### config.mk
export PLATFORM = sky130hd
export DESIGN_NAME = darkroom_event_fifo
export DESIGN_NICKNAME = d
export VERILOG_FILES = /design/src/rtl/darkroom_event_fifo_pkg.sv /design/src/rtl/darkroom_event_fifo_sync_fifo.sv /design/src/rtl/darkroom_event_fifo.sv
export SDC_FILE = /design/constraint.sdc
export NUM_CORES = 2
export LEC_CHECK = 0
export ABC_AREA = 1
export BUFFER_PORTS_ARGS = -buffer_cell sky130_fd_sc_hd__buf_4
export CAP_MARGIN = 25
export CORE_MARGIN = 2
export CORE_UTILIZATION = 40
export CTS_BUF_LIST = sky130_fd_sc_hd__clkbuf_8
export DETAILED_ROUTE_END_ITERATION = 8
export GPL_TIMING_DRIVEN = 0
export HOLD_SLACK_MARGIN = 0.02
export SETUP_SLACK_MARGIN = 0.1
export SLEW_MARGIN = 15
export SYNTH_ARGS = -nofsm -noshare
export SYNTH_HDL_FRONTEND = slang
export SYNTH_SLANG_ARGS = --single-unit
### constraint.sdc
create_clock -name clock -period 21.4 [get_ports clock]
set_clock_uncertainty 0.15 [all_clocks]
set_input_delay 5.35 -clock clock [delete_from_list [all_inputs] [get_ports clock]]
set_output_delay 5.35 -clock clock [all_outputs]
set_load 0.05 [all_outputs]
### src/rtl/darkroom_event_fifo_pkg.sv
// Shared definitions for the DarkRoom event FIFO: register map, CTRL/STATUS bit positions
// and drop counter width.
package darkroom_event_fifo_pkg;

    typedef enum logic [1:0] {
        REG_STATUS  = 2'd0,
        REG_DATA    = 2'd1,
        REG_HEAD_ID = 2'd2,
        REG_CTRL    = 2'd3
    } reg_addr_e;

    localparam int unsigned CTRL_FLUSH_BIT  = 0;
    localparam int unsigned CTRL_CLEAR_BIT  = 1;
    localparam int unsigned CTRL_IRQ_EN_BIT = 2;

    localparam int unsigned STATUS_LEVEL_W       = 16;
    localparam int unsigned STATUS_EMPTY_BIT     = 16;
    localparam int unsigned STATUS_FULL_BIT      = 17;
    localparam int unsigned STATUS_UNDERFLOW_BIT = 18;
    localparam int unsigned STATUS_IRQ_EN_BIT    = 19;
    localparam int unsigned STATUS_DROP_LSB      = 24;

    localparam int unsigned DROP_W   = 8;
    localparam int unsigned DROP_MAX = (1 << DROP_W) - 1;

    function automatic logic [DROP_W-1:0] sat_add_drop(input logic [DROP_W-1:0] cnt,
                                                       input int unsigned inc);
        int unsigned sum;
        sum = 32'(cnt) + inc;
        if (sum > DROP_MAX) begin
            return '1;
        end
        return sum[DROP_W-1:0];
    endfunction

endpackage

### src/rtl/darkroom_event_fifo_sync_fifo.sv
// Synchronous FIFO with flush; head entry is visible combinationally.
// Pointers carry one extra bit so full and empty are distinguishable.
module darkroom_event_fifo_sync_fifo #(
    parameter int unsigned WIDTH = 42,
    parameter int unsigned DEPTH = 64
) (
    input  logic                     clock,
    input  logic                     reset_n,
    input  logic                     push,
    input  logic [WIDTH-1:0]         push_data,
    input  logic                     pop,
    input  logic                     flush,
    output logic [WIDTH-1:0]         head_data,
    output logic [$clog2(DEPTH):0]   level,
    output logic                     full,
    output logic                     empty
);

    localparam int unsigned AW = $clog2(DEPTH);

    logic [AW:0]      wr_ptr_q, wr_ptr_d;
    logic [AW:0]      rd_ptr_q, rd_ptr_d;
    logic [WIDTH-1:0] mem_q [DEPTH];
    logic             push_ok;
    logic             pop_ok;

    assign level     = wr_ptr_q - rd_ptr_q;
    assign empty     = (wr_ptr_q == rd_ptr_q);
    assign full      = (level == (AW+1)'(DEPTH));
    assign head_data = mem_q[rd_ptr_q[AW-1:0]];

    // A push into a full FIFO is accepted when a pop frees the slot in the same cycle.
    assign pop_ok  = pop & ~empty;
    assign push_ok = push & (~full | pop_ok);

    always_comb begin
        wr_ptr_d = wr_ptr_q;
        rd_ptr_d = rd_ptr_q;
        if (flush) begin
            wr_ptr_d = '0;
            rd_ptr_d = '0;
        end else begin
            if (push_ok) begin
                wr_ptr_d = wr_ptr_q + 1'b1;
            end
            if (pop_ok) begin
                rd_ptr_d = rd_ptr_q + 1'b1;
            end
        end
    end

    always_ff @(posedge clock or negedge reset_n) begin
        if (!reset_n) begin
            wr_ptr_q <= '0;
            rd_ptr_q <= '0;
        end else begin
            wr_ptr_q <= wr_ptr_d;
            rd_ptr_q <= rd_ptr_d;
        end
    end

    always_ff @(posedge clock) begin
        if (push_ok && !flush) begin
            mem_q[wr_ptr_q[AW-1:0]] <= push_data;
        end
    end

endmodule

### src/rtl/darkroom_event_fifo.sv
// DarkRoom event FIFO: captures per-sensor sweep words, queues them tagged with the sensor
// index through a round-robin arbiter, and exposes the queue to the host over Avalon-MM.
module darkroom_event_fifo
    import darkroom_event_fifo_pkg::*;
#(
    parameter int unsigned NUMBER_OF_SENSORS = 8,
    parameter int unsigned FIFO_DEPTH        = 64,
    parameter int unsigned IRQ_THRESHOLD     = 16,
    parameter int unsigned IDX_W             = 10
) (
    input  logic                            clock,
    input  logic                            reset_n,
    input  logic [32*NUMBER_OF_SENSORS-1:0] sample_i,
    input  logic [NUMBER_OF_SENSORS-1:0]    sample_vld_i,
    input  logic [1:0]                      address,
    input  logic                            read,
    input  logic                            write,
    input  logic [31:0]                     writedata,
    output logic [31:0]                     readdata,
    output logic                            waitrequest,
    output logic                            irq_o
);

    localparam int unsigned NOS   = NUMBER_OF_SENSORS;
    localparam int unsigned LVL_W = $clog2(FIFO_DEPTH) + 1;
    localparam int unsigned FW    = 32 + IDX_W;

    logic [31:0]       hold_q [NOS];
    logic [31:0]       hold_d [NOS];
    logic [NOS-1:0]    pend_q, pend_d;
    logic [IDX_W-1:0]  last_q, last_d;
    logic [DROP_W-1:0] drop_q, drop_d;
    logic              underflow_q, underflow_d;
    logic              irq_en_q, irq_en_d;
    logic              irq_q, irq_d;
    logic              ack_q, ack_d;
    logic              pop_pend_q, pop_pend_d;
    logic [31:0]       readdata_q, readdata_d;

    logic [FW-1:0]     f_head;
    logic [LVL_W-1:0]  f_level;
    logic              f_full, f_empty, f_pop, f_push;

    logic              ctrl_wr, flush, clr;
    logic              rd_start, can_push;
    logic              hi_found, lo_found, gnt_vld;
    logic [IDX_W-1:0]  hi_idx, lo_idx, gnt_idx;
    logic [31:0]       hi_word, lo_word, gnt_word;
    logic [NOS-1:0]    gnt_oh;
    int unsigned       drop_inc;
    logic [31:0]       status_word;
    logic              unused_writedata;

    assign unused_writedata = ^writedata;

    assign ctrl_wr  = write & (address == REG_CTRL);
    assign flush    = ctrl_wr & writedata[CTRL_FLUSH_BIT];
    assign clr      = ctrl_wr & writedata[CTRL_CLEAR_BIT];
    assign rd_start = read & ~ack_q;
    assign f_pop    = ack_q & pop_pend_q;
    assign can_push = ~f_full | (f_pop & ~f_empty);
    assign f_push   = gnt_vld;

    darkroom_event_fifo_sync_fifo #(
        .WIDTH (FW),
        .DEPTH (FIFO_DEPTH)
    ) u_fifo (
        .clock     (clock),
        .reset_n   (reset_n),
        .push      (f_push),
        .push_data ({gnt_idx, gnt_word}),
        .pop       (f_pop),
        .flush     (flush),
        .head_data (f_head),
        .level     (f_level),
        .full      (f_full),
        .empty     (f_empty)
    );

    // Round robin: the first pending index above last_q wins, else the lowest pending index.
    always_comb begin
        hi_found = 1'b0;
        lo_found = 1'b0;
        hi_idx   = '0;
        lo_idx   = '0;
        hi_word  = '0;
        lo_word  = '0;
        for (int unsigned k = 0; k < NOS; k++) begin
            if (pend_q[k]) begin
                if (!lo_found) begin
                    lo_found = 1'b1;
                    lo_idx   = IDX_W'(k);
                    lo_word  = hold_q[k];
                end
                if (!hi_found && (IDX_W'(k) > last_q)) begin
                    hi_found = 1'b1;
                    hi_idx   = IDX_W'(k);
                    hi_word  = hold_q[k];
                end
            end
        end
        gnt_vld  = (hi_found | lo_found) & can_push;
        gnt_idx  = hi_found ? hi_idx : lo_idx;
        gnt_word = hi_found ? hi_word : lo_word;
        gnt_oh   = '0;
        for (int unsigned k = 0; k < NOS; k++) begin
            gnt_oh[k] = gnt_vld & (IDX_W'(k) == gnt_idx);
        end
        last_d = gnt_vld ? gnt_idx : last_q;
    end

    // A fresh strobe always lands in hold/pend, even against a same-cycle grant or flush.
    always_comb begin
        pend_d   = flush ? '0 : (pend_q & ~gnt_oh);
        drop_inc = 0;
        for (int unsigned k = 0; k < NOS; k++) begin
            hold_d[k] = flush ? '0 : hold_q[k];
            if (sample_vld_i[k]) begin
                if (pend_q[k] && !gnt_oh[k] && !flush) begin
                    drop_inc = drop_inc + 1;
                end
                hold_d[k] = sample_i[32*k +: 32];
                pend_d[k] = 1'b1;
            end
        end
        drop_d = clr ? '0 : sat_add_drop(drop_q, drop_inc);
    end

    always_comb begin
        status_word                            = '0;
        status_word[STATUS_LEVEL_W-1:0]        = STATUS_LEVEL_W'(f_level);
        status_word[STATUS_EMPTY_BIT]          = f_empty;
        status_word[STATUS_FULL_BIT]           = f_full;
        status_word[STATUS_UNDERFLOW_BIT]      = underflow_q;
        status_word[STATUS_IRQ_EN_BIT]         = irq_en_q;
        status_word[STATUS_DROP_LSB +: DROP_W] = drop_q;
    end

    // Read data is registered in the wait cycle so it is valid when waitrequest drops.
    always_comb begin
        ack_d       = rd_start;
        pop_pend_d  = rd_start & (address == REG_DATA) & ~f_empty;
        underflow_d = clr ? 1'b0 : underflow_q;
        if (rd_start && (address == REG_DATA) && f_empty) begin
            underflow_d = 1'b1;
        end
        irq_en_d    = ctrl_wr ? writedata[CTRL_IRQ_EN_BIT] : irq_en_q;
        irq_d       = irq_en_q & (f_level >= LVL_W'(IRQ_THRESHOLD));
        readdata_d  = readdata_q;
        if (rd_start) begin
            readdata_d = '0;
            case (reg_addr_e'(address))
                REG_STATUS:  readdata_d = status_word;
                REG_DATA:    readdata_d = f_empty ? '0 : f_head[31:0];
                REG_HEAD_ID: if (!f_empty) readdata_d[IDX_W-1:0] = f_head[32 +: IDX_W];
                REG_CTRL:    readdata_d[CTRL_IRQ_EN_BIT] = irq_en_q;
                default:     readdata_d = '0;
            endcase
        end
    end

    always_ff @(posedge clock or negedge reset_n) begin
        if (!reset_n) begin
            for (int unsigned k = 0; k < NOS; k++) begin
                hold_q[k] <= '0;
            end
            pend_q      <= '0;
            last_q      <= IDX_W'(NOS - 1);
            drop_q      <= '0;
            underflow_q <= 1'b0;
            irq_en_q    <= 1'b0;
            irq_q       <= 1'b0;
            ack_q       <= 1'b0;
            pop_pend_q  <= 1'b0;
            readdata_q  <= '0;
        end else begin
            hold_q      <= hold_d;
            pend_q      <= pend_d;
            last_q      <= last_d;
            drop_q      <= drop_d;
            underflow_q <= underflow_d;
            irq_en_q    <= irq_en_d;
            irq_q       <= irq_d;
            ack_q       <= ack_d;
            pop_pend_q  <= pop_pend_d;
            readdata_q  <= readdata_d;
        end
    end

    // Gated by reset_n so an access in flight is abandoned the moment reset asserts.
    assign waitrequest = reset_n & read & ~ack_q;
    assign readdata    = readdata_q;
    assign irq_o       = irq_q;

endmodule
After elaboration in Yosys (flattened, before gate mapping):

Memories as Yosys holds them, arrays and structs flattened.
Index checks and enable logic that the tools add are counted.
W data, S select, Z words.

* register bits: 333
* bits in writable memories: 2688
* bits of input ports: 302
* output and inout port bits: 34
* word-level logic and storage cells: 273
* memories: 1

Memories
* u_fifo.mem_q: words 64, width 42, rd ports 1, clocked after memory_dff 0, wr ports 1, RTL line darkroom_event_fifo_sync_fifo.sv:23 `logic [WIDTH-1:0] mem_q [DEPTH];`

* $add $sub $neg: 11
* magnitude comparators: 10
* equal/unequal tests: 12
* muxes and demuxes: 137
* bitwise logic cells: 28
* reduce and logical (&&, ||, !) cells: 55

Operator list (count)
* $mux W32: 56
* $mux W10: 26
* $add A32 B1 Y32 const B: 7
* $pmux W22 S2: 1
* $mux W1: 43
* $eq A3 B10 Y1 const A: 4
* $gt A3 B10 Y1 const A: 4
* $add A8 B32 Y32: 1
* $gt A32 B8 Y1 const B: 1
* $mux W8: 4
* $mux W7: 4
* $logic_and A1 B1 Y1: 26
* $reduce_bool A2 Y1: 11
* $and A1 B1 Y1: 21
* $pmux W7 S3: 1
* $eq A2 B10 Y1 const A: 2
* $gt A1 B10 Y1 const A: 2
* $gt A2 B10 Y1 const A: 2
* $logic_not A1 Y1: 16
* $add A7 B1 Y7 const B: 2
* $eq A1 B10 Y1 const A: 1
* $logic_not A10 Y1: 1
* $and A8 B8 Y8: 1
* $not A8 Y8: 1
* other kinds (11): 15

Longest topological paths before layout:

* word-level depth: 65
* mapped depth: 62
* gate-level depth less buffers: 59

Hierarchy:

From an unflattened synthesis, not the netlist that was laid out.

* cell total of the unflattened synthesis: 10571
* area total of the unflattened synthesis: 124423.1 um2

Modules (own cells, without submodules)
* darkroom_event_fifo_sync_fifo: instances 1, cells each 8393, area each 107414.3 um2
* darkroom_event_fifo: instances 1, cells each 2178, area each 17008.8 um2

Worst setup path before layout:

Ideal clock, no wire load.

* path type: input port to flip-flop
* from: input port write
* to: register drop_q[7]
* library setup time: 0.120 ns
* arrival time: 11.763 ns
* data required time: 21.130 ns
* path slack: 9.367 ns
* stages on the path: 49
* path buffers: 0
* cells stage by stage: nand3_1 -> inv_1 -> nand2_1 -> clkinv_1 -> nor2_1 -> nand3_2 -> inv_1 -> ha_1 -> or2_2 -> nand2_1 -> inv_1 -> ha_1 -> inv_1 -> nand4_1 -> nand2_1 -> inv_1 -> ha_1 -> or2_2 -> [... 13 more ...] -> inv_1 -> ha_1 -> nand2_1 -> xnor2_1 -> inv_1 -> ha_1 -> inv_1 -> nor2_1 -> o21ai_0 -> nand2_1 -> a21oi_1 -> o21bai_1 -> nand2_1 -> nand2_1 -> a21oi_1 -> o21ai_0 -> o21ai_0 -> inv_1

* word-level cells in the longest chain between the ends: 32
* elaborated cells between the ends (all ways): 40

RTL lines
* start, declared: RTL line darkroom_event_fifo.sv:17 `input logic write,`
* $and A1 B1 Y1 (*): RTL line darkroom_event_fifo.sv:56 `assign ctrl_wr = write & (address == REG_CTRL);`
* $and A1 B1 Y1: RTL line darkroom_event_fifo.sv:57 `assign flush = ctrl_wr & writedata[CTRL_FLUSH_BIT];`
* $logic_not A1 Y1: RTL line darkroom_event_fifo.sv:119 `if (pend_q[k] && !gnt_oh[k] && !flush) begin`
* $logic_and A1 B1 Y1: RTL line darkroom_event_fifo.sv:119
* $mux W1: RTL line darkroom_event_fifo.sv:119
* $mux W1: RTL line darkroom_event_fifo.sv:118 `if (sample_vld_i[k]) begin`
* $add A32 B1 Y32: RTL line darkroom_event_fifo.sv:120 `drop_inc = drop_inc + 1;`
* $mux W32: RTL line darkroom_event_fifo.sv:119
* [... 17 more ...]
* $mux W32: RTL line darkroom_event_fifo.sv:119
* $mux W32: RTL line darkroom_event_fifo.sv:118
* $add A8 B32 Y32: RTL line darkroom_event_fifo_pkg.sv:29 `sum = 32'(cnt) + inc;`
* $gt A32 B8 Y1: RTL line darkroom_event_fifo_pkg.sv:30 `if (sum > DROP_MAX) begin`
* $mux W1: RTL line darkroom_event_fifo_pkg.sv:30
* $mux W8: RTL line darkroom_event_fifo_pkg.sv:33 `return sum[DROP_W-1:0];`
* $mux W8 (*): RTL line darkroom_event_fifo.sv:126 `drop_d = clr ? '0 : sat_add_drop(drop_q, drop_inc);`
* named net drop_d[7]: RTL line darkroom_event_fifo.sv:32 `logic [DROP_W-1:0] drop_q, drop_d;`
* end signal, assigned: RTL line darkroom_event_fifo.sv:180 `drop_q <= drop_d;`
* end, declared: RTL line darkroom_event_fifo.sv:32

The timed path passes the listed nets; every way through them passes the cells marked *.
A chain may end at the register's enable or synchronous reset.

Final worst setup path:

* from: input port address[1]
* to: register drop_q[7]

* word-level cells in the longest chain between the ends: 33
* elaborated cells between the ends (all ways): 41

RTL lines
* start, declared: RTL line darkroom_event_fifo.sv:15 `input logic [1:0] address,`
* $eq A2 B2 Y1 (*): RTL line darkroom_event_fifo.sv:56
* $and A1 B1 Y1 (*): RTL line darkroom_event_fifo.sv:56
* $and A1 B1 Y1: RTL line darkroom_event_fifo.sv:57
* $logic_not A1 Y1: RTL line darkroom_event_fifo.sv:119
* $logic_and A1 B1 Y1: RTL line darkroom_event_fifo.sv:119
* $mux W1: RTL line darkroom_event_fifo.sv:119
* $mux W1: RTL line darkroom_event_fifo.sv:118
* $add A32 B1 Y32: RTL line darkroom_event_fifo.sv:120
* [... 18 more ...]
* $mux W32: RTL line darkroom_event_fifo.sv:119
* $mux W32: RTL line darkroom_event_fifo.sv:118
* $add A8 B32 Y32: RTL line darkroom_event_fifo_pkg.sv:29
* $gt A32 B8 Y1: RTL line darkroom_event_fifo_pkg.sv:30
* $mux W1: RTL line darkroom_event_fifo_pkg.sv:30
* $mux W8: RTL line darkroom_event_fifo_pkg.sv:33
* $mux W8 (*): RTL line darkroom_event_fifo.sv:126
* named net drop_d[7]: RTL line darkroom_event_fifo.sv:32

Marked as above.

==> results.cfg <==
[cells_and_area]
n_fill_cell = 23181
nNetsFinal = 9952
layout-drive-gt1-share_pct = 13.8
area_growth_pct = 19.6

[sta]
slew_violations = 0
timing.hold.ws_ps = 337
relSlewSlack_pct = 14.0
tns_ps = 0
fmax_ghz = 0.0721
hold_violations = 0
worst_slew_pin_slew_ps = 1290
min_period_ps = 13860
setup_viol = 0
grt_setup_unrepaired = false
period_share_pct = 64.8

[synth]
syn_area_um2 = 104000
synth_cells = 8541
synth_edf_count = 2240
ys_ff_latch = 2566
async_reset_ff_share_pct = 12.7
yosysUniqueCellTypes = 58
ys.flop_type = edfxtp_1
syn_area_per_cell_um2 = 12.2
yosysSeqAreaShare_pct = 72.2
ys.warnings.count = 0

[clock_network]
clock_path_buffers = 4
clkLatencyLatePin_ps = 1210
clkSinkCount = 2566
post_cts_resize_count = 0
numCtsBuffers = 422
clockRootBuffer = clkbuf_8
cts_hold_buf = 0
tritoncts = built
h-tree-depth = 5
clk_pin_slew_ps = 60
cts_setup_buffers = 0

[drt]
drc = 0
postRouteAntennaNets = 0
drt_iter0_drc = 16582
routedWlPerCell_um = 36.4
vias = 86280
via_per_inst = 6.46
wirelength_mm = 486
first_pass_iters = 6

[floorplanning]
start_util_pct = 40.2
rows = 187
die_h_um = 515
ios = 336
core_um2 = 260000
dieArea_um2 = 265000
die_w_um = 515

[placement]
globalplace.congestion = 1.04
io_buffers = 298
dpl.hpwl_mm = 353

[grt]
gr-usage-met1_pct = 44.0
track_usage_pct = 35.7
grt_use_met2_pct = 51.4
busiest_layer = met2
antenna_found_initial = 39
grt_first_pass_wirelength_mm = 650
overflow = 0
grt_max_degree = 91
gr-usage-met3_pct = 13.6
first_global_vias = 81024

[setup_path]
crit_slowest_cell = clkinv_1
crit_top_cell = inv_1
max_stage_delay_ps = 930
critPathCaptureType = flip-flop
worstSetupPathType = input pin to flip-flop
cp.arrival_ps = 14770
crit_path_max_fanout = 10
start_kind = input pin
cp.required_ps = 22300

[run]
drv_cap = 0

[status]
status = completed

[power_and_ir_drop]
vdd_drop_max_v = 0.000165
p_per_area_nw_per_um2 = 152
p_leak_uw = 0.0437
p_total_uw = 18900

[worst_hold_path]
min_path_type = flip-flop to flip-flop
## placed cells by master (no fill, tap or decap), types with 11 or more instances in the layout
cell,instances
bufinv_16,11
nand2_4,20
dfrtp_1,323
ha_1,23
buf_6,52
clkbuf_8,455
o221ai_1,260
nand2_2,18
nand4_1,43
buf_16,55
clkbuf_2,24
buf_8,42
a31oi_1,162
clkinv_2,32
inv_1,479
o22ai_1,396
clkinv_1,94
nor3_2,13
nor2_2,12
a221oi_1,11
buf_4,415
buf_1,18
nand3_1,303
o21ai_0,1414
nor2_1,1202
edfxtp_1,2240
o211ai_1,68
diode_2,21
nand2_1,730
a21oi_1,93
inv_2,17
clkbuf_1,554
o31ai_1,80
buf_12,96
nor2_4,55
## final timing paths
kind,start,end,slack [ps],cells after the start
max reg2reg,u_fifo.rd_ptr_q[1]$_DFFE_PN0P_,drop_q[7]$_DFF_PN0_,7760,55
min,readdata[23]$_DFFE_PN0P_,readdata[23]$_DFFE_PN0P_,340,2
max in group asynchronous,reset_n,hold_q[40]$_DFFE_PN0P_,15670,3
max,address[1],drop_q[7]$_DFF_PN0_,7540,48
min reg2reg,readdata[23]$_DFFE_PN0P_,readdata[23]$_DFFE_PN0P_,340,2
min in group asynchronous,reset_n,hold_q[208]$_DFFE_PN0P_,4040,1
## worst max-delay path: cells and delay by family
kind | cells | cell delay, ps
compound gates | 9 | 2510
simple gates | 16 | 2370
buf+inv | 15 | 2310
fa+ha+maj | 8 | 2170
## layout make-up
type                       instances  area (µm²)  area share, %
buffer                           605        2320           1.86
antenna                           21        52.6         0.0421
inverter                         358        1350           1.08
timing repair buffer             659        7760           6.21
clock inverter                   284        1430           1.14
sequential                      2566       75400           60.4
clock buffer                     455        6260           5.01
multi-input combinational       5013       26100           20.9
tap                             3402        4260           3.41
## per-layer routing
layer | share of wire, % | vias to the layer above | wire length, µm
met5 | 0.078 | - | 379
met4 | 8.4 | 44 | 40900
met3 | 16 | 1760 | 76700
met2 | 42 | 8068 | 204000
met1 | 34 | 42480 | 165000
li1 | - | 33928 | -
## registers in the layout, summed over array words and instances, names as in the netlist, 3 cells and up
name,count
u_fifo.wr_ptr_q,7
hold_q,256
readdata,32
drop_q,8
u_fifo.mem_q,2240
pend_q,8
last_q,3
u_fifo.rd_ptr_q,7
## cell usage after synthesis (4+ instances only)
cell / number / area [µm²]
edfxtp_1: 2240 / 67300
o21ai_0: 1414 / 7080
nor2_1: 1255 / 4710
nand2_1: 752 / 2820
clkbuf_1: 578 / 2170
o22ai_1: 396 / 2480
inv_1: 327 / 1230
dfrtp_1: 323 / 8080
nand3_1: 303 / 1520
o221ai_1: 261 / 2290
a31oi_1: 162 / 1010
a21oi_1: 93 / 465
o31ai_1: 80 / 601
o211ai_1: 68 / 510
nand4_1: 43 / 269
ha_1: 23 / 288
buf_1: 20 / 75.1
nor3_1: 20 / 100
inv_2: 17 / 63.8
a221oi_1: 14 / 123
o311ai_0: 14 / 123
nand2_2: 13 / 81.3
clkinv_1: 12 / 45.0
nor2_2: 12 / 75.1
a22o_1: 10 / 87.6
nand3_2: 8 / 80.1
a22oi_1: 7 / 52.6
a32o_1: 6 / 60.1
buf_2: 6 / 30.0
xor2_1: 6 / 52.6
a41oi_1: 5 / 43.8
o21ai_1: 5 / 25.0
a221o_1: 4 / 40.0
or2_2: 4 / 25.0
## metrics by stage
step	cells	area, µm²	utilization [%]	setup slack [ps]
3_5_place_dp	12589	117000	45.1	6440
5_1_grt	13348	125000	48.1	7050
4_1_cts	13328	125000	48.0	7610
3_3_place_gp	12242	111000	42.7	3600
2_1_floorplan	8542	104000	-	9370
6_report	13363	125000	48.1	7540
## logic make-up (layout without fill, tap and decap cells)
family          count (synthesis)  count (layout)  share of synthesized area, %
compound gates               2552            2552                          14.5
xor+xnor                        8               8                        0.0671
fa+ha+maj                      25              25                         0.314
buf+inv                       963            2361                          3.48
flops                        2566            2566                          72.2
other cells                     1              23                       0.00359
simple gates                 2426            2426                          9.48
## power breakdown
part / internal [µW] / switching (µW)
clock network: 2070 / 2040
logic: 1600 / 5620
registers: 7470 / 144
total: 11100 / 7800
No activity file was read; power rests on OpenSTA's default activity.
